[src/rtl/cpu_pkg.sv]
// Shared PC/stack types and constants for the fetch-side pc_stack_unit.
// STACK_ERR_TRAP_EN (top-level build macro) enables trapping on stack errors.
package cpu_pkg;

  localparam int PC_W_DEFAULT      = 10;
  localparam int STK_DEPTH_DEFAULT = 16;

  typedef logic [PC_W_DEFAULT-1:0] pc_t;

  localparam pc_t RESET_PC            = '0;
  localparam pc_t TRAP_VECTOR_DEFAULT = 10'h3FF;

  typedef enum logic [1:0] {
    STK_IDLE,
    STK_PUSH,
    STK_POP,
    STK_SWAP
  } stk_op_e;

  function automatic stk_op_e stk_op(
    input logic push,
    input logic pop
  );
    stk_op_e op;
    op = STK_IDLE;
    unique case ({push, pop})
      2'b10:   op = STK_PUSH;
      2'b01:   op = STK_POP;
      2'b11:   op = STK_SWAP;
      default: op = STK_IDLE;
    endcase
    return op;
  endfunction

endpackage

[src/rtl/ret_stack.sv]
// Return-address LIFO: entry storage, occupancy counter, full/empty status
// and single-cycle overflow/underflow events for the enclosing PC stage.
module ret_stack
  import cpu_pkg::*;
#(
  parameter int DEPTH = STK_DEPTH_DEFAULT,
  parameter int W     = PC_W_DEFAULT
) (
  input  logic                     clk,
  input  logic                     reset,
  input  logic                     en,
  input  logic                     push,
  input  logic                     pop,
  input  logic [W-1:0]             wdata,
  output logic [W-1:0]             top,
  output logic [$clog2(DEPTH):0]   sp,
  output logic                     full,
  output logic                     empty,
  output logic                     ovf_evt,
  output logic                     udf_evt
);

  localparam int AW = $clog2(DEPTH);
  localparam logic [AW:0] FULL_CNT = (AW+1)'(DEPTH);

  logic [W-1:0]  mem [DEPTH];
  logic [AW-1:0] top_idx;
  logic [AW-1:0] wr_idx;
  logic [AW:0]   sp_nxt;
  logic          wr_en;
  stk_op_e       op;

  assign full    = (sp == FULL_CNT);
  assign empty   = (sp == '0);
  assign top_idx = AW'(sp - 1'b1);
  assign top     = empty ? '0 : mem[top_idx];
  assign op      = en ? stk_op(push, pop) : STK_IDLE;

  always_comb begin
    wr_en   = 1'b0;
    wr_idx  = top_idx;
    sp_nxt  = sp;
    ovf_evt = 1'b0;
    udf_evt = 1'b0;
    unique case (op)
      STK_PUSH: begin
        if (full) begin
          ovf_evt = 1'b1;
        end else begin
          wr_en  = 1'b1;
          wr_idx = sp[AW-1:0];
          sp_nxt = sp + 1'b1;
        end
      end
      STK_POP: begin
        if (empty) begin
          udf_evt = 1'b1;
        end else begin
          sp_nxt = sp - 1'b1;
        end
      end
      // Push+pop replaces the top; on an empty stack it degrades to a push.
      STK_SWAP: begin
        wr_en = 1'b1;
        if (empty) begin
          wr_idx = '0;
          sp_nxt = (AW+1)'(1);
        end else begin
          wr_idx = top_idx;
        end
      end
      default: ;
    endcase
  end

  always_ff @(posedge clk or negedge reset) begin
    if (!reset) begin
      sp <= '0;
    end else begin
      sp <= sp_nxt;
    end
  end

  always_ff @(posedge clk) begin
    if (wr_en) begin
      mem[wr_idx] <= wdata;
    end
  end

endmodule

[src/rtl/pc_stack_unit.sv]
// Fetch PC register, next-PC selection and sticky stack error flags.
// Build with STACK_ERR_TRAP_EN to redirect the PC to TRAP_VECTOR on errors.
module pc_stack_unit
  import cpu_pkg::*;
#(
  parameter int              PC_W        = PC_W_DEFAULT,
  parameter int              STK_DEPTH   = STK_DEPTH_DEFAULT,
  parameter logic [PC_W-1:0] TRAP_VECTOR = PC_W'(TRAP_VECTOR_DEFAULT)
) (
  input  logic                       clk,
  input  logic                       reset,
  input  logic                       en,
  input  logic                       s_inc,
  input  logic                       s_pila,
  input  logic                       push,
  input  logic                       pop,
  input  logic [PC_W-1:0]            jump_addr,
  output logic [PC_W-1:0]            pc,
  output logic [PC_W-1:0]            stack_top,
  output logic [$clog2(STK_DEPTH):0] sp,
  output logic                       stack_full,
  output logic                       stack_empty,
  output logic                       stk_ovf,
  output logic                       stk_udf
);

`ifdef STACK_ERR_TRAP_EN
  localparam bit TRAP_ON = 1'b1;
`else
  localparam bit TRAP_ON = 1'b0;
`endif

  logic [PC_W-1:0] pc_inc;
  logic [PC_W-1:0] pc_nxt;
  logic            ovf_evt;
  logic            udf_evt;
  logic            sel_stk;
  logic            sel_inc;
  logic            sel_jmp;

  assign pc_inc = pc + 1'b1;

  ret_stack #(
    .DEPTH (STK_DEPTH),
    .W     (PC_W)
  ) u_stack (
    .clk     (clk),
    .reset   (reset),
    .en      (en),
    .push    (push),
    .pop     (pop),
    .wdata   (pc_inc),
    .top     (stack_top),
    .sp      (sp),
    .full    (stack_full),
    .empty   (stack_empty),
    .ovf_evt (ovf_evt),
    .udf_evt (udf_evt)
  );

  // A return on an empty stack falls through to the next instruction.
  assign sel_stk = s_pila & ~stack_empty;
  assign sel_inc = ~sel_stk & (s_pila | s_inc);
  assign sel_jmp = ~s_pila & ~s_inc;

  always_comb begin
    pc_nxt = pc;
    unique case (1'b1)
      sel_stk: pc_nxt = stack_top;
      sel_inc: pc_nxt = pc_inc;
      sel_jmp: pc_nxt = jump_addr;
      default: pc_nxt = pc;
    endcase
    if (TRAP_ON && (ovf_evt || udf_evt)) begin
      pc_nxt = TRAP_VECTOR;
    end
  end

  always_ff @(posedge clk or negedge reset) begin
    if (!reset) begin
      pc      <= PC_W'(RESET_PC);
      stk_ovf <= 1'b0;
      stk_udf <= 1'b0;
    end else if (en) begin
      pc      <= pc_nxt;
      stk_ovf <= stk_ovf | ovf_evt;
      stk_udf <= stk_udf | udf_evt;
    end
  end

endmodule

[config.mk]
export PLATFORM = sky130hd
export DESIGN_NAME = pc_stack_unit
export DESIGN_NICKNAME = d
export VERILOG_FILES = /design/src/rtl/cpu_pkg.sv /design/src/rtl/ret_stack.sv /design/src/rtl/pc_stack_unit.sv
export SDC_FILE = /design/constraint.sdc
export NUM_CORES = 1
export LEC_CHECK = 0
export CORE_MARGIN = 2
export CORE_UTILIZATION = 59
export CTS_CLUSTER_SIZE = 10
export DETAILED_ROUTE_END_ITERATION = 7
export PLACE_DENSITY = 0.79
export SYNTH_ARGS = -nofsm -noshare
export SYNTH_HDL_FRONTEND = slang
export SYNTH_SLANG_ARGS = --single-unit
[constraint.sdc]
create_clock -name clk -period 4.7 [get_ports clk]
set_clock_uncertainty 0.1 [all_clocks]
set_input_delay 1.175 -clock clk [delete_from_list [all_inputs] [get_ports clk]]
set_output_delay 1.175 -clock clk [all_outputs]
set_load 0.01 [all_outputs]
==> run_results.csv, run 1 <==
group,metric,value,unit
status,status,"completed",
routing,routed_via_density,6.40,
setup_path,r2r_cells,8,
synthesis,ys_ff_latch,177,
sta,totalNegativeSetupSlack,0,ns
layout,final_common_cell,"edfxtp_1",
routing,wl_per_cell,23.0,µm
global_routing,track_usage,26.8,%
die,rows,42,
global_routing,grt_pass1_vias,4864,
die,start_util,59.7,%
synthesis,yosysWarnings,0,
routing,drtIter0Drc,590,
setup_path,timing.reg2reg.setup_slack,1.26,ns
clock_tree,post_cts_buffers,0,
sta,fmax,221,MHz
sta,fin_crit_sh,96.1,%
die,die_area,0.0142,mm²
sta,drv_slew,0,
routing,vias,5035,
clock_tree,cts-root-buf,"clkbuf_16",
setup_path,slowest_stage,"clkdlybuf4s50_1",
setup_path,crit_chain,"inv_1 > ha_2 > xor2_4 > buf_12 > mux4_2 > nand3_1 > nand3_1 > a21oi_1 > nor2_1 > clkdlybuf4s50_1",
clock_tree,clkTransAtPathRegs,0.07,ns
placement,place.gp.congestion,0.910,
synthesis,yosysSeqAreaShare,66.9,%
routing,ant_nets,0,
synthesis,syn_area,0.00781,mm²
die,boundaryPins,46,
synthesis,syn_avg_cell_area,14.5,µm²
layout,layout.nets,620,
sta,rsz0062_at_grt,"false",
routing,drc,0,
power_and_ir_drop,p_leak,3.23,nW
die,die_h,119,µm
sta,min_period,4.52,ns
routing,drt_pre_antenna_iters,7,
layout,area_growth,17.5,%
global_routing,overflow,0,
synthesis,synth-edff-count,160,
global_routing,grt_pass1_wl,27900,µm
clock_tree,numCtsBuffers,17,
setup_path,reg2reg_from,"u_stack.sp[0]",
routing,totalWireLength,18100,µm
sta,final-hold-violation-count,0,
clock_tree,clockBufferDepth,2,
setup_path,worstSetupStartpointType,"register",
setup_path,worstSetupPathType,"register to output pin",
power_and_ir_drop,power_per_cell_area,754,mW/mm²
power_and_ir_drop,ir_worst_vdd,0.000345,V
setup_path,crit_top_cell,"nand3_1",
setup_path,endpoint_kind,"output pin",
die,die-width,119,µm
synthesis,synth_cell_types,61,
layout,drive_gt1_share,16.4,%
placement,dp.cells,756,
setup_path,crit_buf_inv,3,
layout,stdcell_count,787,
die,core,0.0131,mm²
min_path,hp-class,"register to register",
clock_tree,clkSinkCount,177,
sta,final-setup-viol-count,0,
clock_tree,clk_latency,0.43,ns
setup_path,cpPeakStageDelay,0.51,ns
synthesis,synthCells,540,
placement,portBuffers,45,
synthesis,synth.net_count,561,
global_routing,antenna_found_initial,0,
global_routing,grt_max_degree,55,
min_path,min-delay-start,"stk_ovf",
layout,final_cell_mix,"160 x edfxtp_1, 64 x nand2_1, 45 x clkdlybuf4s50_1",
clock_tree,cts-htree-levels,4,
layout,fin_util,70.2,%
synthesis,async_reset_ff_share,9.60,%
clock_tree,ctsHoldBuffers,0,
setup_path,path_max_fanout,35,
clock_tree,cts_tree,"done",
placement,hpwl,11500,µm
synthesis,ys.flop_type,"edfxtp_1",
setup_path,critPathArrivalTime,3.24,ns
setup_path,r2r-end,"u_stack.mem[7][2]",
min_path,hold_path_depth,1,
setup_path,crit_family,"buffers and inverters",
sta,worstMarginPinSlew,1.32,ns
setup_path,cp.required,3.42,ns
layout,num_antenna_cells,0,
sta,max_slew_margin,11.4,%
job,drv_cap,0,
min_path,whs_endpoint,"stk_ovf",
[per-stage QoR]
| step | worst slack (ns) | area [µm²] | total power, mW | hold WS [ns] |
|---|---|---|---|---|
| after floorplan | 0.698 | 7820 | 4.21 | 0.393 |
| after global placement | 0.499 | 8550 | 5.36 | 0.346 |
| after detailed placement | 0.495 | 8550 | 5.43 | 0.375 |
| after CTS | 0.0977 | 9160 | 6.89 | 0.390 |
| after global routing | 0.0347 | 9180 | 7.24 | 0.407 |
| final | 0.181 | 9180 | 6.92 | 0.393 |
[Yosys cell counts (all sizes together) (2+ instances only)]
| cell | count | share of area (%) |
|---|---|---|
| nand3 | 33 | 2.1 |
| and3 | 3 | 0.24 |
| or3 | 4 | 0.32 |
| buf | 19 | 1.4 |
| edfxtp | 160 | 61 |
| clkbuf | 11 | 0.53 |
| ha | 4 | 0.64 |
| nor2 | 43 | 2.1 |
| xnor2 | 7 | 0.88 |
| a22oi | 3 | 0.29 |
| a32oi | 2 | 0.22 |
| a31oi | 5 | 0.40 |
| a21oi | 20 | 1.3 |
| o21ai | 20 | 1.3 |
| mux2i | 17 | 2.2 |
| dfrtp | 17 | 5.4 |
| mux4 | 30 | 8.6 |
| o311ai | 2 | 0.22 |
| a311oi | 2 | 0.38 |
| nand3b | 3 | 0.29 |
| nor3b | 2 | 0.19 |
| nand4 | 3 | 0.24 |
| a21o | 3 | 0.29 |
| inv | 15 | 0.72 |
| a211oi | 2 | 0.19 |
| o22a | 2 | 0.22 |
| o22ai | 6 | 0.56 |
| o211ai | 2 | 0.19 |
| a211o | 2 | 0.22 |
| a21bo | 2 | 0.26 |
| nor3 | 4 | 0.32 |
| nand2 | 64 | 3.1 |
| xor2 | 6 | 0.77 |
| o31ai | 2 | 0.19 |
| a22o | 3 | 0.34 |
| o21a | 2 | 0.19 |
[kinds of logic (layout without fill, tap and decap cells)]
group	count (synthesis)	in the layout	share of synthesized area, %
flip-flops	177	177	66.9
AND/OR/NAND/NOR	164	164	9.40
AO/OA/AOI/OAI	89	89	7.80
multiplexers	48	48	11.0
buffers and inverters	45	116	2.63
XOR/XNOR	13	13	1.65
adder cells (fa/ha/maj)	4	4	0.640
[flip-flops by register name, summed over array words and instances (netlist names)]
signal	cells
u_stack.mem	160
pc	10
u_stack.sp	5
stk_ovf	1
stk_udf	1
[worst max path at each step]
stage / from / to / slack [ns] / cells after the start
3_5_place_dp: u_stack.sp[0] / stack_top[5] / 0.49 / 9
2_1_floorplan: u_stack.sp[0] / stack_top[4] / 0.70 / 11
3_3_place_gp: u_stack.sp[0] / stack_top[6] / 0.50 / 8
5_1_grt: u_stack.sp[0] / stack_top[6] / 0.03 / 10
4_1_cts: u_stack.sp[1] / stack_top[0] / 0.1 / 7
6_report: u_stack.sp[0] / stack_top[4] / 0.18 / 10
[layout make-up]
cell class / count / area, µm²
clock buffer: 18 / 429
clock inverter: 13 / 175
fill: 798 / 3900
inverter: 15 / 56.3
multi-input combinational: 318 / 2410
sequential: 177 / 5230
tap: 176 / 220
timing repair buffer: 70 / 658
[timing repair]
item	CTS	global route
hold endpoints to repair	0	0
resized for setup	1	4
endpoints found under the setup margin	3	7
[where the power goes]
part           internal (mW)  switching, mW  leakage (nW)
logic                   1.29           1.88          1.29
clock network          0.844          0.600         0.289
registers               2.19          0.125          1.65
total                   4.32           2.60          3.23
[routing by layer]
layer / share of wire (%) / vias up / global-route usage, %
met2: 48 / 301 / 41.6
met1: 40 / 2498 / 37.0
met3: 9.3 / 46 / 6.27
met5: 0 / - / 0
li1: - / 2190 / -
met4: 3.3 / 0 / 11.4
(Power assumes the default switching activity.)
==> run 2: changes to the inputs <==
--- a/config.mk
+++ b/config.mk
@@ -9,7 +9,10 @@
 export CORE_UTILIZATION = 59
 export CTS_CLUSTER_SIZE = 10
 export DETAILED_ROUTE_END_ITERATION = 7
+export GPL_TIMING_DRIVEN = 0
 export PLACE_DENSITY = 0.79
+export REMOVE_ABC_BUFFERS = 1
+export SETUP_SLACK_MARGIN = 0.05
 export SYNTH_ARGS = -nofsm -noshare
 export SYNTH_HDL_FRONTEND = slang
 export SYNTH_SLANG_ARGS = --single-unit
==> run 2 against run 1 <==
Against the previous run: non-clock buffer count down 6; power up 2.8%; cell count shrank 0.51%; combinational power rose by 7.9%; critical path type is now primary input to register.
==> run_results.csv, run 2 (synthesis results as in run 1) <==
group,metric,value,unit
placement,placed_cell_area,0.00844,mm²
layout,fin_util,71.0,%
global_routing,antenna_found_initial,0,
layout,stdcell_count,783,
status,status,"completed",
routing,drc,0,
global_routing,grt_use_met2,44.9,%
setup_path,worstSetupStartpointType,"primary input",
clock_tree,clkTransAtPathRegs,0.07,ns
placement,hpwl,11200,µm
routing,ant_nets,0,
routing,vias,5134,
routing,routed_via_density,6.56,
min_path,hp-class,"register to register",
layout,final_cell_mix,"160 x edfxtp_1, 64 x nand2_1, 43 x clkdlybuf4s50_1",
sta,final-hold-violation-count,0,
sta,worstMarginPinSlew,1.28,ns
routing,drt_pre_antenna_iters,5,
layout,area_growth,18.9,%
layout,final_cell_area,0.00929,mm²
placement,place.gp.congestion,0.886,
sta,drv_slew,0,
sta,fmax,213,MHz
sta,totalNegativeSetupSlack,0,ns
setup_path,path_max_fanout,30,
global_routing,grt_max_degree,31,
die,die_h,119,µm
clock_tree,numCtsBuffers,17,
layout,seqCellArea,0.00523,mm²
sta,min_period,4.69,ns
layout,fillCellCount,798,
power_and_ir_drop,total_power,7.12,mW
global_routing,grt-busiest-layer,"met2",
setup_path,worstSetupPathType,"primary input to register",
sta,fin_ws,0.0144,ns
global_routing,met3_usage,5.89,%
global_routing,grt_use_met1,35.2,%
clock_tree,clkSinkCount,177,
clock_tree,cts-htree-levels,4,
sta,max_slew_margin,13.9,%
die,start_util,59.7,%
sta,rsz0062_at_grt,"true",
global_routing,track_usage,27.7,%
routing,wl_per_cell,24.1,µm
placement,post-place-ws,-0.648,ns
global_routing,grt_pass1_vias,5065,
setup_path,endpoint_kind,"register",
global_routing,overflow,0,
sta,fin_crit_sh,99.7,%
power_and_ir_drop,power_per_cell_area,766,mW/mm²
placement,portBuffers,45,
clock_tree,cts-root-buf,"clkbuf_16",
global_routing,grt_pass1_wl,28500,µm
power_and_ir_drop,p_leak,3.23,nW
power_and_ir_drop,ir_worst_vdd,0.000451,V
routing,totalWireLength,18900,µm
layout,drive_gt1_share,17.8,%
setup_path,critPathArrivalTime,4.63,ns
die,core,0.0131,mm²
clock_tree,clk_latency,0.43,ns
setup_path,cp.required,4.64,ns
clock_tree,clockBufferDepth,2,
layout,num_antenna_cells,0,
layout,final_common_cell,"edfxtp_1",
die,rows,42,
layout,multiInputGateArea,0.00251,mm²
clock_tree,cts_tree,"done",
job,drv_cap,0,
layout,largest_registers,"u_stack.mem x160, pc x10, u_stack.sp x5",
layout,layout.nets,615,
layout,largest_register_ffs,160,
routing,drtIter0Drc,649,
sta,final-setup-viol-count,0,
die,boundaryPins,46,
placement,dp.cells,734,
die,die-width,119,µm
die,die_area,0.0142,mm²
sta,holdWs,0.360,ns
layout,largest-register,"u_stack.mem",
run 2: what timing repair did:
item / in CTS / in global routing
pin swaps: 3 / 0
cloned: 2 / 1
hold buffers: 0 / 0
buffers inserted: 11 / 3
setup endpoints to repair: 11 / 79
gates resized for setup: 12 / 7
run 2: final timing paths:
kind	start	end	slack, ns	cells past startpoint
min in group asynchronous	reset	stk_ovf	1.15	1
min reg2reg	stk_ovf	stk_ovf	0.36	1
max	en	u_stack.mem[9][4]	0.01	6
max reg2reg	u_stack.sp[0]	u_stack.mem[5][8]	0.78	9
max in group asynchronous	reset	u_stack.sp[0]	2.71	1
min	stk_ovf	stk_ovf	0.36	1
run 2: power by group:
part           internal [mW]  switching, mW  total [mW]  leakage (nW)
clock                  0.735          0.610        1.35         0.276
combinational           1.46           1.96        3.42          1.30
sequential              2.19          0.160        2.35          1.65
run 2: final cells by class:
type                       instances  share of cell area (%)
clock inverter                    15                    1.45
multi-input combinational        319                    27.0
inverter                          15                   0.687
sequential                       177                    56.3
timing repair buffer              64                    7.55
clock buffer                      17                    4.58
tap                              176                    2.37
run 2: worst max-delay path, stage by stage:
cell and delay (ns):
clkdlybuf4s50_1 1.20, nand2_1 0.39, or3_1 0.40, a21oi_1 0.28, o21ai_1 0.18, nor2_1 1.00
run 2: metal layers:
| layer | up-vias | part of all wire (%) |
|---|---|---|
| met5 | - | 0 |
| met4 | 0 | 4.3 |
| li1 | 2190 | - |
| met3 | 73 | 9.8 |
| met1 | 2530 | 36 |
| met2 | 341 | 50 |
==> run 3: changes to the inputs <==
--- a/config.mk
+++ b/config.mk
@@ -16,3 +16,4 @@
 export SYNTH_ARGS = -nofsm -noshare
 export SYNTH_HDL_FRONTEND = slang
 export SYNTH_SLANG_ARGS = --single-unit
+export TNS_END_PERCENT = 30
==> results of run 3 <==
No change in the layout: final DEF, timing and power equal those of run 2.
